`src/rtl/wm8731_cfg_seq_pkg.sv`:
```
// Shared types and constants for the WM8731 configuration sequencer.
// Latency: n/a (declarations only).
// Backpressure: n/a.
package wm8731_cfg_seq_pkg;

    typedef enum logic [2:0] {
        ST_SETTLE,
        ST_ISSUE,
        ST_WAIT_BUSY,
        ST_WAIT_DONE,
        ST_GAP,
        ST_SERVE
    } state_t;

    localparam int         N_REGS   = 11;
    localparam logic [3:0] LAST_IDX = 4'(N_REGS - 1);

    // WM8731 register addresses (7-bit)
    localparam logic [6:0] REG_LLINE  = 7'h00;
    localparam logic [6:0] REG_RLINE  = 7'h01;
    localparam logic [6:0] REG_LHP    = 7'h02;
    localparam logic [6:0] REG_RHP    = 7'h03;
    localparam logic [6:0] REG_APATH  = 7'h04;
    localparam logic [6:0] REG_DPATH  = 7'h05;
    localparam logic [6:0] REG_PWR    = 7'h06;
    localparam logic [6:0] REG_IFACE  = 7'h07;
    localparam logic [6:0] REG_SRATE  = 7'h08;
    localparam logic [6:0] REG_ACTIVE = 7'h09;
    localparam logic [6:0] REG_RESET  = 7'h0F;

    // Codec control word: 7-bit register address above 9-bit register data.
    function automatic logic [15:0] mk_word(input logic [6:0] addr, input logic [8:0] data);
        return {addr, data};
    endfunction

endpackage

```
`src/rtl/wm8731_cfg_rom.sv`:
```
// Fixed WM8731 power-up register table, index to 16-bit control word.
// Latency: combinational.
// Backpressure: none; indexes past the table return zero.
module wm8731_cfg_rom
    import wm8731_cfg_seq_pkg::*;
(
    input  logic [3:0]  idx,
    output logic [15:0] word
);

    // Table lookup; order matters: the codec is reset first and activated last.
    always_comb begin
        word = 16'h0000;
        case (idx)
            4'd0:    word = mk_word(REG_RESET,  9'h000);
            4'd1:    word = mk_word(REG_LLINE,  9'h017);
            4'd2:    word = mk_word(REG_RLINE,  9'h017);
            4'd3:    word = mk_word(REG_LHP,    9'h079);
            4'd4:    word = mk_word(REG_RHP,    9'h079);
            4'd5:    word = mk_word(REG_APATH,  9'h012);
            4'd6:    word = mk_word(REG_DPATH,  9'h000);
            4'd7:    word = mk_word(REG_PWR,    9'h000);
            4'd8:    word = mk_word(REG_IFACE,  9'h002);
            4'd9:    word = mk_word(REG_SRATE,  9'h000);
            4'd10:   word = mk_word(REG_ACTIVE, 9'h001);
            default: word = 16'h0000;
        endcase
    end

endmodule

```
`src/rtl/wm8731_cfg_seq.sv`:
```
// Pushes the WM8731 register table into i2cc after reset, then arbitrates i2cc to host writes.
// Latency: first strobe SETTLE_CYCLES+1 cycles after reset; host_ack 2 cycles after host_req seen in SERVE.
// Backpressure: waits on i2c_idle before each strobe; host_req is held off until the table completes.
module wm8731_cfg_seq
    import wm8731_cfg_seq_pkg::*;
#(
    parameter logic [7:0] DEV_WR_BYTE   = 8'h34,
    parameter int         SETTLE_CYCLES = 1000,
    parameter int         GAP_CYCLES    = 64,
    parameter int         BUSY_TIMEOUT  = 4
) (
    input  logic        clk,
    input  logic        reset,
    input  logic        restart,
    input  logic        host_req,
    input  logic [15:0] host_data,
    output logic        host_ack,
    output logic [23:0] i2c_din,
    output logic        i2c_wr,
    input  logic        i2c_idle,
    output logic        cfg_done,
    output logic [3:0]  cfg_index,
    output logic        cfg_err
);

    localparam logic [15:0] SETTLE_LAST = 16'(SETTLE_CYCLES - 1);
    localparam logic [15:0] GAP_LAST    = 16'(GAP_CYCLES - 1);
    localparam logic [15:0] BUSY_LAST   = 16'(BUSY_TIMEOUT - 1);

    state_t      state_q, state_d;
    logic [15:0] cnt_q, cnt_d;
    logic        host_mode_q, host_mode_d;
    logic        retry_q, retry_d;
    logic [23:0] din_q, din_d;
    logic        wr_q, wr_d;
    logic        ack_q, ack_d;
    logic        done_q, done_d;
    logic [3:0]  idx_q, idx_d;
    logic        err_q, err_d;
    logic [15:0] rom_word;

    wm8731_cfg_rom u_rom (
        .idx  (idx_q),
        .word (rom_word)
    );

    // Next-state logic: one frame per transaction, settle/gap timers share cnt.
    always_comb begin
        state_d     = state_q;
        cnt_d       = cnt_q;
        host_mode_d = host_mode_q;
        retry_d     = retry_q;
        din_d       = din_q;
        wr_d        = 1'b0;
        ack_d       = 1'b0;
        done_d      = done_q;
        idx_d       = idx_q;
        err_d       = err_q;
        case (state_q)
            ST_SETTLE: begin
                if (cnt_q == SETTLE_LAST) begin
                    cnt_d   = '0;
                    state_d = ST_ISSUE;
                end else begin
                    cnt_d = cnt_q + 16'd1;
                end
            end
            ST_ISSUE: begin
                if (i2c_idle) begin
                    // A reissue resends the held frame; the host may already have moved on.
                    if (!retry_q) begin
                        din_d = {DEV_WR_BYTE, host_mode_q ? host_data : rom_word};
                    end
                    wr_d    = 1'b1;
                    ack_d   = host_mode_q && !retry_q;
                    cnt_d   = '0;
                    state_d = ST_WAIT_BUSY;
                end
            end
            ST_WAIT_BUSY: begin
                if (!i2c_idle) begin
                    retry_d = 1'b0;
                    state_d = ST_WAIT_DONE;
                end else if (cnt_q == BUSY_LAST) begin
                    err_d   = 1'b1;
                    retry_d = 1'b1;
                    state_d = ST_ISSUE;
                end else begin
                    cnt_d = cnt_q + 16'd1;
                end
            end
            ST_WAIT_DONE: begin
                if (i2c_idle) begin
                    cnt_d   = '0;
                    state_d = ST_GAP;
                end
            end
            ST_GAP: begin
                if (cnt_q == GAP_LAST) begin
                    cnt_d = '0;
                    if (host_mode_q) begin
                        state_d = ST_SERVE;
                    end else if (idx_q == LAST_IDX) begin
                        done_d  = 1'b1;
                        state_d = ST_SERVE;
                    end else begin
                        idx_d   = idx_q + 4'd1;
                        state_d = ST_ISSUE;
                    end
                end else begin
                    cnt_d = cnt_q + 16'd1;
                end
            end
            ST_SERVE: begin
                // restart outranks a pending host write, which stays pending.
                if (restart) begin
                    done_d      = 1'b0;
                    err_d       = 1'b0;
                    idx_d       = '0;
                    cnt_d       = '0;
                    host_mode_d = 1'b0;
                    state_d     = ST_SETTLE;
                end else if (host_req) begin
                    host_mode_d = 1'b1;
                    state_d     = ST_ISSUE;
                end
            end
            default: state_d = ST_SETTLE;
        endcase
    end

    // State and output registers; reset drops back to SETTLE from anywhere.
    always_ff @(posedge clk or negedge reset) begin
        if (!reset) begin
            state_q     <= ST_SETTLE;
            cnt_q       <= '0;
            host_mode_q <= 1'b0;
            retry_q     <= 1'b0;
            din_q       <= '0;
            wr_q        <= 1'b0;
            ack_q       <= 1'b0;
            done_q      <= 1'b0;
            idx_q       <= '0;
            err_q       <= 1'b0;
        end else begin
            state_q     <= state_d;
            cnt_q       <= cnt_d;
            host_mode_q <= host_mode_d;
            retry_q     <= retry_d;
            din_q       <= din_d;
            wr_q        <= wr_d;
            ack_q       <= ack_d;
            done_q      <= done_d;
            idx_q       <= idx_d;
            err_q       <= err_d;
        end
    end

    assign i2c_din   = din_q;
    assign i2c_wr    = wr_q;
    assign host_ack  = ack_q;
    assign cfg_done  = done_q;
    assign cfg_index = idx_q;
    assign cfg_err   = err_q;

endmodule

```
`config.mk`:
```
export PLATFORM = sky130hd
export DESIGN_NAME = wm8731_cfg_seq
export DESIGN_NICKNAME = d
export VERILOG_FILES = /design/src/rtl/wm8731_cfg_seq_pkg.sv /design/src/rtl/wm8731_cfg_rom.sv /design/src/rtl/wm8731_cfg_seq.sv
export SDC_FILE = /design/constraint.sdc
export NUM_CORES = 1
export LEC_CHECK = 0
export ABC_AREA = 1
export BUFFER_PORTS_ARGS = -buffer_cell sky130_fd_sc_hd__buf_4
export CAP_MARGIN = 20
export CORE_UTILIZATION = 57
export CTS_BUF_LIST = sky130_fd_sc_hd__clkbuf_4
export DETAILED_ROUTE_END_ITERATION = 16
export PLACE_DENSITY_LB_ADDON = 0.2
export SLEW_MARGIN = 20
export SYNTH_ARGS = -nofsm -noshare
export SYNTH_HDL_FRONTEND = slang
export SYNTH_SLANG_ARGS = --single-unit
export TNS_END_PERCENT = 20
```
`constraint.sdc`:
```
create_clock -name clk -period 1.6 [get_ports clk]
set_input_delay 0.32 -clock clk [delete_from_list [all_inputs] [get_ports clk]]
set_output_delay 0.32 -clock clk [all_outputs]
set_load 0.05 [all_outputs]
```
==> summary.md, run 1 <==
* Die Outline Area: 5425 µm²
* vias in the first global route: 2681
* Worst Hold Endpoint: i2c_din[4]$_DFFE_PN0P_
* Reg power frac: 60.8%
* number of storage elements in the synthesis netlist: 46
* Detailed Routing Iterations Pass 1: 5
* Gate Count Post-Synth: 416
* maximum clock rate: 637.3 MHz
* Slew @ Worst Pin: 0.5805 ns
* final RePlAce weighted congestion: 0.9375
* Reg2Reg Setup Slack: 0.03 ns
* Sequential Area: 1162 µm²
* width of the chip: 73.66 µm
* number of buffers inserted by port buffering: 47
* power density cells: 516.3 nW/µm²
* Cell Count Post-Placement: 549
* arrival time of the worst setup path: 1.83 ns
* clock sink total: 46
* nets: 522
* synthesis warning total: 0
* most common cell after layout, fill and taps aside: sky130_fd_sc_hd__nand2_1
* source-to-sink clock delay at the later pin of the worst-skew pair: 0.37 ns
* met2 capacity usage during global routing: 44.75%
* peak supply drop: 363.3 µV
* synth unique cells: 34
* vias after detailed routing: 3054
* share of final-layout standard cells stronger than drive strength 1: 29.23%
* sequential cell area fraction in the yosys report: 39.33%
* maximum level of the CTS H-tree: 2
* path type of the worst min-delay path: in -> reg
* sort of element at the start of the critical path: register
* syn avg cell area: 7.035 µm²
* relative contribution of combinational cells to total power: 8.6%
* final design utilization: 78.05%
* Worst EP required: 1.86 ns
* GR Util met1: 40.99%
* GR met3 Demand/Resource: 5.624%
* area taken by multi-input logic gates: 1642 µm²
* Internal Dissipation: 1.406 mW
* clock buffer count from CTS: 5
* routed vias/inst: 5.425
* largest net degree at the start of global routing: 47
* switching power of the nets: 0.5347 mW
* endpoint of the worst register-to-register path: state_q[0]$_DFFE_PN0P_
* logic depth of the worst register-to-register path: 7
* layout filler cell count: 377
* Leak: 1.983 nW
* max-cap violations: 0
* Max Buffers Root-to-Sink: 2
* final instance count without filler cells: 563
* summed instance area of the synthesized netlist: 2927 µm²
* CP Capture Type: register
* antenna diode count: 0
* leftover overflow at the end of global routing: 0
* violation count after the first detailed-route iteration: 289
* I/O pins: 53
* placeable core region: 4817 µm²
* final period demand of the worst path: 1.569 ns
* maximum clock skew at final layout: 0.005183 ns
* TritonCTS clock tree: yes
* setup slack at placement: -0.04382 ns
* Top Usage Layer GRT: met2
* R2R Path Start: state_q[2]$_DFFE_PN0P_
* startpoint of the worst hold path: host_data[4]
* Hold Vio Cnt, Final: 0
* part of the total power dissipated in the clock network: 30.6%
* category of the most critical setup path: reg -> reg
* initial antenna violation count: 0
* setup repair after global routing missed its margin: true
* count of final setup violators: 0
* most frequent cells in the layout: 137 x sky130_fd_sc_hd__nand2_1, 76 x sky130_fd_sc_hd__buf_4, 44 x sky130_fd_sc_hd__nor2_1
* largest fanout on the critical path: 7
* Final period util: 98.07%
* antenna-violating nets left: 0
* total wirelength of the detailed-routed design: 7807 µm
* Total Routing Usage GR: 28.95%
* area grow syn2layout: 28.47%
* vertical die dimension: 73.66 µm
* switching share of power: 27.55%
* Site Rows: 25
* final-report max-slew violation count: 0
* first-pass GRT wire length: 11960 µm
* Pwr Total: 1.941 mW
* clock slew at the register clock pins of the worst setup and hold paths: 0.14 ns
* worst slew slack as a fraction of its limit: 61.30%
* final total negative setup slack: 0 ns
* Routed wire per std cell: 13.87 µm
* least setup slack across all paths after layout: 0.03090 ns
* outcome: finished, final reports clean
* root buf cell: sky130_fd_sc_hd__clkbuf_4
* Initial Utilization: 60.75%
* Hold Crit Depth: 3
* sum of net half-perimeters after detailed placement: 5555 µm
* DRC violation count after routing: 0
## kinds of logic (layout without fill, tap and decap cells)
family	count (synthesis)	count (layout)	share of synthesized area, %
AO/OA/AOI/OAI	35	35	7.567
XOR/XNOR	6	6	1.796
adder cells (fa/ha/maj)	6	6	2.565
buffers and inverters	59	135	9.234
flip-flops	46	46	39.33
other	1	5	0.1281
AND/OR/NAND/NOR	263	263	39.38
## cell usage after synthesis (all sizes together)
| cell type | instances | area [µm²] |
|---|---|---|
| nand2 | 150 | 588.1 |
| nor2 | 59 | 246.5 |
| dfrtp | 46 | 1151 |
| inv | 45 | 171.4 |
| nand3 | 32 | 165.2 |
| buf | 12 | 90.08 |
| nand4 | 12 | 75.07 |
| o21ai | 10 | 50.05 |
| a21oi | 9 | 45.04 |
| ha | 6 | 75.07 |
| nor3 | 6 | 52.55 |
| o211ai | 6 | 45.04 |
| xor2 | 6 | 52.55 |
| a22o | 5 | 43.79 |
| or2 | 3 | 18.77 |
| a31oi | 2 | 12.51 |
| a21boi | 1 | 7.510 |
| a41oi | 1 | 8.760 |
| and2 | 1 | 6.260 |
| clkbuf | 1 | 3.750 |
| clkinv | 1 | 5.000 |
| conb | 1 | 3.750 |
| o221ai | 1 | 8.760 |
## state kept, by name (all words and copies together) (netlist names)
name         flops
retry_q          1
cfg_err          1
i2c_din         17
cfg_index        4
cnt_q           16
i2c_wr           1
state_q          3
host_mode_q      1
cfg_done         1
host_ack         1
## layer usage
layer  vias up  share of wire [%]
met4         0                2.9
met3        34                7.3
li1       1479                  -
met2       171                 46
met5         -                  0
met1      1370                 43
## power groups by stage
| stage | Clock [mW] | Combinational [mW] | Sequential [mW] |
|---|---|---|---|
| 2_1_floorplan | 0 | 0.0698 | 1.23 |
| 5_1_grt | 0.648 | 0.181 | 1.18 |
| 3_5_place_dp | 0 | 0.166 | 1.20 |
| 4_1_cts | 0.612 | 0.169 | 1.18 |
| 6_report | 0.593 | 0.168 | 1.18 |
| 3_3_place_gp | 0 | 0.165 | 1.20 |
## how the worst max path moves through the flow
stage,slack (ns),startpoint,end,cells after the start
after floorplan,0.03,cfg_index[0]$_DFFE_PN0P_,cfg_index[3]$_DFFE_PN0P_,9
after global placement,0.02,cfg_index[0]$_DFFE_PN0P_,cfg_index[1]$_DFFE_PN0P_,8
after detailed placement,-0.04,cnt_q[0]$_DFFE_PN0P_,cnt_q[1]$_DFFE_PN0P_,10
after CTS,0.002,cnt_q[11]$_DFFE_PN0P_,cnt_q[13]$_DFFE_PN0P_,9
after global routing,-0.06,state_q[1]$_DFFE_PN0P_,cfg_index[3]$_DFFE_PN0P_,8
final,0.03,state_q[2]$_DFFE_PN0P_,state_q[0]$_DFFE_PN0P_,7
## final cells by class
type,count,area share (%)
clock inverter,3,0.6656
sequential,46,30.91
timing repair buffer,81,16.64
tap,67,2.230
clock buffer,5,0.9983
inverter,46,4.892
multi-input combinational,315,43.66
## metrics by stage
step | hold WS (ns) | instance area (µm²)
final | 0.1425 | 3760
after global routing | 0.1323 | 3760
after CTS | 0.1294 | 3600
after detailed placement | 0.3619 | 3498
after global placement | 0.3542 | 3498
after floorplan | 0.02441 | 2945
## critical path: stages (launching register included)
cell and delay, ns:
sky130_fd_sc_hd__dfrtp_2 0.51, sky130_fd_sc_hd__nor3_4 0.28, sky130_fd_sc_hd__buf_6 0.15, sky130_fd_sc_hd__inv_1 0.06
sky130_fd_sc_hd__nor2_1 0.11, sky130_fd_sc_hd__nand2_1 0.12, sky130_fd_sc_hd__nand4_1 0.14, sky130_fd_sc_hd__nand2_1 0.09
## what timing repair did
action,in CTS,in global routing
hold buffers,1,0
pin swaps,2,10
setup buffers,2,3
endpoints found under the hold margin,46,0
cloned,0,0
setup endpoints to repair,13,39
resized for setup,4,43
Power figures use the tool's default switching activity.
==> inputs of run 2 (changes only) <==
ABC_AREA = not set   (was 1)
==> run 2 against run 1 <==
  * Synthesized cell count shrank 31%
  * Utilization increased by 6.1 points
  * The run now ends with setup timing left
  * Via count down 16%
  * Die area fell by 12%
==> summary.md, run 2 <==
* share of final-layout standard cells stronger than drive strength 1: 40.05%, was 29.23%
* syn avg cell area: 8.955 µm², was 7.035 µm²
* total wirelength of the detailed-routed design: 7034 µm, was 7807 µm
* vias after detailed routing: 2558, was 3054
* Final period util: 122.8%, was 98.07%
* first-pass GRT wire length: 11510 µm, was 11960 µm
* width of the chip: 69.03 µm, was 73.66 µm
* Post-synth top flop: sky130_fd_sc_hd__dfrtp_1, unchanged
* final instance count without filler cells: 439, was 563
* XOR/XNOR Fraction of Synth Area: 0.6839%, was 1.796%
* DRC violation count after routing: 0, unchanged
* Internal Dissipation: 1.542 mW, was 1.406 mW
* part of the total power dissipated in the clock network: 36.4%, was 30.6%
* most frequent cells in the layout: 105 x sky130_fd_sc_hd__buf_4, 44 x sky130_fd_sc_hd__dfrtp_1, 37 x sky130_fd_sc_hd__nand2_1, was 137 x sky130_fd_sc_hd__nand2_1, 76 x sky130_fd_sc_hd__buf_4, 44 x sky130_fd_sc_hd__nor2_1
* CP Capture Type: register, unchanged
* async set-reset flop share out of synthesis: 100.0%, unchanged
* number of buffers inserted by port buffering: 47, unchanged
* largest fanout on the critical path: 8, was 7
* setup repair after global routing missed its margin: true, unchanged
* synthesis warning total: 0, unchanged
* cell taking the most area after synthesis: sky130_fd_sc_hd__dfrtp_1, unchanged
* vertical die dimension: 69.03 µm, was 73.66 µm
* final-report max-slew violation count: 0, unchanged
* leftover overflow at the end of global routing: 0, unchanged
* Pwr Total: 1.985 mW, was 1.941 mW
* Routed wire per std cell: 16.02 µm, was 13.87 µm
* switching share of power: 22.30%, was 27.55%
* Site Rows: 24, was 25
* worst hold slack after final layout: 0.1615 ns, was 0.1425 ns
* area share of and/or/nand/nor cells after synthesis: 25.55%, was 39.38%
* routed vias/inst: 5.827, was 5.425
* Slew @ Worst Pin: 0.5898 ns, was 0.5805 ns
* switching power of the nets: 0.4426 mW, was 0.5347 mW
* final total negative setup slack: -7.004 ns, was 0 ns
* share of synthesized area spent on multiplexers: 2.052%, was 0%
* maximum level of the CTS H-tree: 2, unchanged
* root buf cell: sky130_fd_sc_hd__clkbuf_4, unchanged
* Worst EP required: 1.87 ns, was 1.86 ns
* maximum clock skew at final layout: 0.02663 ns, was 0.005183 ns
* Detailed Routing Iterations Pass 1: 4, was 5
* count of final setup violators: 24, was 0
* dominant combinational cell family by area after synthesis: simple AND/OR/NAND/NOR gates, unchanged
* TritonCTS clock tree: yes, unchanged
* outcome: finished, violations left, was finished, final reports clean
* count of buffer and inverter cells on the critical path: 0, was 2
* layout filler cell count: 239, was 377
* arrival time of the worst setup path: 2.23 ns, was 1.83 ns
* clock slew at the register clock pins of the worst setup and hold paths: 0.15 ns, was 0.14 ns
* Synth area leaders: sky130_fd_sc_hd__dfrtp_1 45%, sky130_fd_sc_hd__nand2_1 5.7%, sky130_fd_sc_hd__nor2_1 4.7%, sky130_fd_sc_hd__a22o_1 3.4%, sky130_fd_sc_hd__nand3_1 3.3%, was sky130_fd_sc_hd__dfrtp_1 39%, sky130_fd_sc_hd__nand2_1 18%, sky130_fd_sc_hd__nor2_1 6.8%, sky130_fd_sc_hd__nand3_1 5.3%, sky130_fd_sc_hd__inv_1 5.3%
* Cell Count Post-Placement: 422, was 549
* violations in the final reports: setup timing
* I/O pins: 53, unchanged
* largest net degree at the start of global routing: 47, unchanged
* cell with the largest stage delay on the worst path: sky130_fd_sc_hd__dfrtp_1, was sky130_fd_sc_hd__dfrtp_2
* summed instance area of the synthesized netlist: 2561 µm², was 2927 µm²
* sort of element at the start of the critical path: register, unchanged
* max-cap violations: 0, unchanged
* initial antenna violation count: 0, unchanged
* Sequential Area: 1154 µm², was 1162 µm²
* cells along the critical path: nor4_4 -> nand3_2 -> o21ba_4 -> or2_4 -> a21o_1 -> a22o_1, was nor3_4 -> buf_6 -> inv_1 -> nor2_1 -> nand2_1 -> nand4_1 -> nand2_1
* path type of the worst min-delay path: in -> reg, unchanged
* vias in the first global route: 2557, was 2681
* clock sink total: 46, unchanged
* number of flops mapped to enable cells by yosys: 0, unchanged
* number of storage elements in the synthesis netlist: 46, unchanged
* worst slew slack as a fraction of its limit: 60.68%, was 61.30%
* source-to-sink clock delay at the later pin of the worst-skew pair: 0.38 ns, was 0.37 ns
* violation count after the first detailed-route iteration: 166, was 289
* category of the most critical setup path: reg -> reg, unchanged
* relative contribution of combinational cells to total power: 5.0%, was 8.6%
* critical path's largest stage delay: 0.43 ns, was 0.51 ns
* Die Outline Area: 4765 µm², was 5425 µm²
* clock buffer count from CTS: 5, unchanged
* nets: 413, was 522
* Max Buffers Root-to-Sink: 2, unchanged
* Hold Vio Cnt, Final: 0, unchanged
* fraction of the mapped netlist area in compound gates: 18.56%, was 7.567%
* number of flip-flops under the largest register name: 17, unchanged
* cell family contributing the most delay on the critical path: simple AND/OR/NAND/NOR gates, unchanged
* antenna diode count: 0, unchanged
* Gate Count Post-Synth: 286, was 416
* final design utilization: 84.14%, was 78.05%
* count leader, synth: sky130_fd_sc_hd__dfrtp_1, was sky130_fd_sc_hd__nand2_1
* placeable core region: 4324 µm², was 4817 µm²
* most common cell after layout, fill and taps aside: sky130_fd_sc_hd__buf_4, was sky130_fd_sc_hd__nand2_1
* maximum clock rate: 509.0 MHz, was 637.3 MHz
* sum of net half-perimeters after detailed placement: 4759 µm, was 5555 µm
* sequential cell area fraction in the yosys report: 44.94%, was 39.33%
* Leak: 1.754 nW, was 1.983 nW
* synth unique cells: 52, was 34
* area grow syn2layout: 42.06%, was 28.47%
* final period demand of the worst path: 1.965 ns, was 1.569 ns
* Total Routing Usage GR: 30.11%, was 28.95%
* final RePlAce weighted congestion: 0.8728, was 0.9375
* Reg power frac: 58.6%, was 60.8%
* Initial Utilization: 59.23%, was 60.75%
* area taken by multi-input logic gates: 1475 µm², was 1642 µm²
* antenna-violating nets left: 0, unchanged
* peak supply drop: 361.9 µV, was 363.3 µV
* power density cells: 545.5 nW/µm², was 516.3 nW/µm²
* ranking of synthesized cells by instance count: 46 x sky130_fd_sc_hd__dfrtp_1, 39 x sky130_fd_sc_hd__nand2_1, 32 x sky130_fd_sc_hd__nor2_1, was 144 x sky130_fd_sc_hd__nand2_1, 53 x sky130_fd_sc_hd__nor2_1, 46 x sky130_fd_sc_hd__dfrtp_1
* portion of synthesized cell area occupied by the leading cell type: 44.94%, was 39.33%
* adder and majority cell fraction of the synthesized area: 2.931%, was 2.565%
* least setup slack across all paths after layout: -0.3646 ns, was 0.03090 ns
==> run 2: worst register-to-register path, delay by kind of cell (launching register included) <==
| family | cells | cell delay (ns) |
|---|---|---|
| and+or+nand+nor | 3 | 0.85 |
| AOI/OAI and AO/OA | 3 | 0.59 |
| DFF | 1 | 0.43 |
==> run 2: layout make-up <==
cell class,instances,area share [%]
multi-input cells,219,40.54
flip-flops and latches,46,31.71
repair buffers,111,23.49
well taps,52,1.788
inverters,3,0.3095
clock inverters,2,0.9285
clock buffers,6,1.238
==> run 2: repair_timing <==
action / CTS / global route
hold endpoints to repair: 46 / 0
pin swaps: 11 / 9
gates resized for setup: 28 / 15
buffers inserted: 5 / 3
setup endpoints to repair: 29 / 34
hold buffers: 1 / 0
==> run 2: logic make-up (layout without fill, tap and decap cells) <==
group / after synthesis / after routing
compound gates: 68 / 68
xor+xnor: 2 / 2
fa+ha+maj: 6 / 6
buf+inv: 25 / 122
flops: 46 / 46
mux: 5 / 5
other cells: 1 / 5
simple gates: 133 / 133
==> run 2: final timing paths <==
check	depth (start not counted)	slack, ns	startpoint	endpoint
max in group asynchronous	2	0.69	reset	cfg_index[0]$_DFFE_PN0P_
setup reg to reg	6	-0.36	cnt_q[9]$_DFFE_PN0P_	cnt_q[14]$_DFFE_PN0P_
setup / recovery	6	-0.36	cnt_q[9]$_DFFE_PN0P_	cnt_q[14]$_DFFE_PN0P_
hold / removal	3	0.16	host_data[13]	i2c_din[13]$_DFFE_PN0P_
hold reg to reg	2	0.49	i2c_din[13]$_DFFE_PN0P_	i2c_din[13]$_DFFE_PN0P_
min in group asynchronous	2	0.48	reset	cfg_index[3]$_DFFE_PN0P_
==> run 2: power groups by stage <==
| stage | clock (mW) | combinational [mW] | sequential, mW |
|---|---|---|---|
| 2_1_floorplan | 0 | 0.0381 | 1.18 |
| 3_3_place_gp | 0 | 0.0938 | 1.18 |
| 3_5_place_dp | 0 | 0.0955 | 1.18 |
| 4_1_cts | 0.738 | 0.0984 | 1.16 |
| 5_1_grt | 0.771 | 0.108 | 1.16 |
| 6_report | 0.723 | 0.0992 | 1.16 |
==> run 2: through the flow <==
stage	setup slack [ns]	cell area (µm²)
detailed placement	-0.6222	3319
finish	-0.3646	3638
global placement	-0.5501	3319
CTS	-0.3025	3557
floorplan	-0.3202	2609
global route	-0.4522	3638
==> run 2: layer usage <==
layer	vias to the layer above	track usage, %	share of wire [%]
li1	1216	-	-
met1	1252	34.75	40
met2	74	55.45	54
met3	16	5.556	4.4
met4	0	10.20	1.9
met5	-	0	0
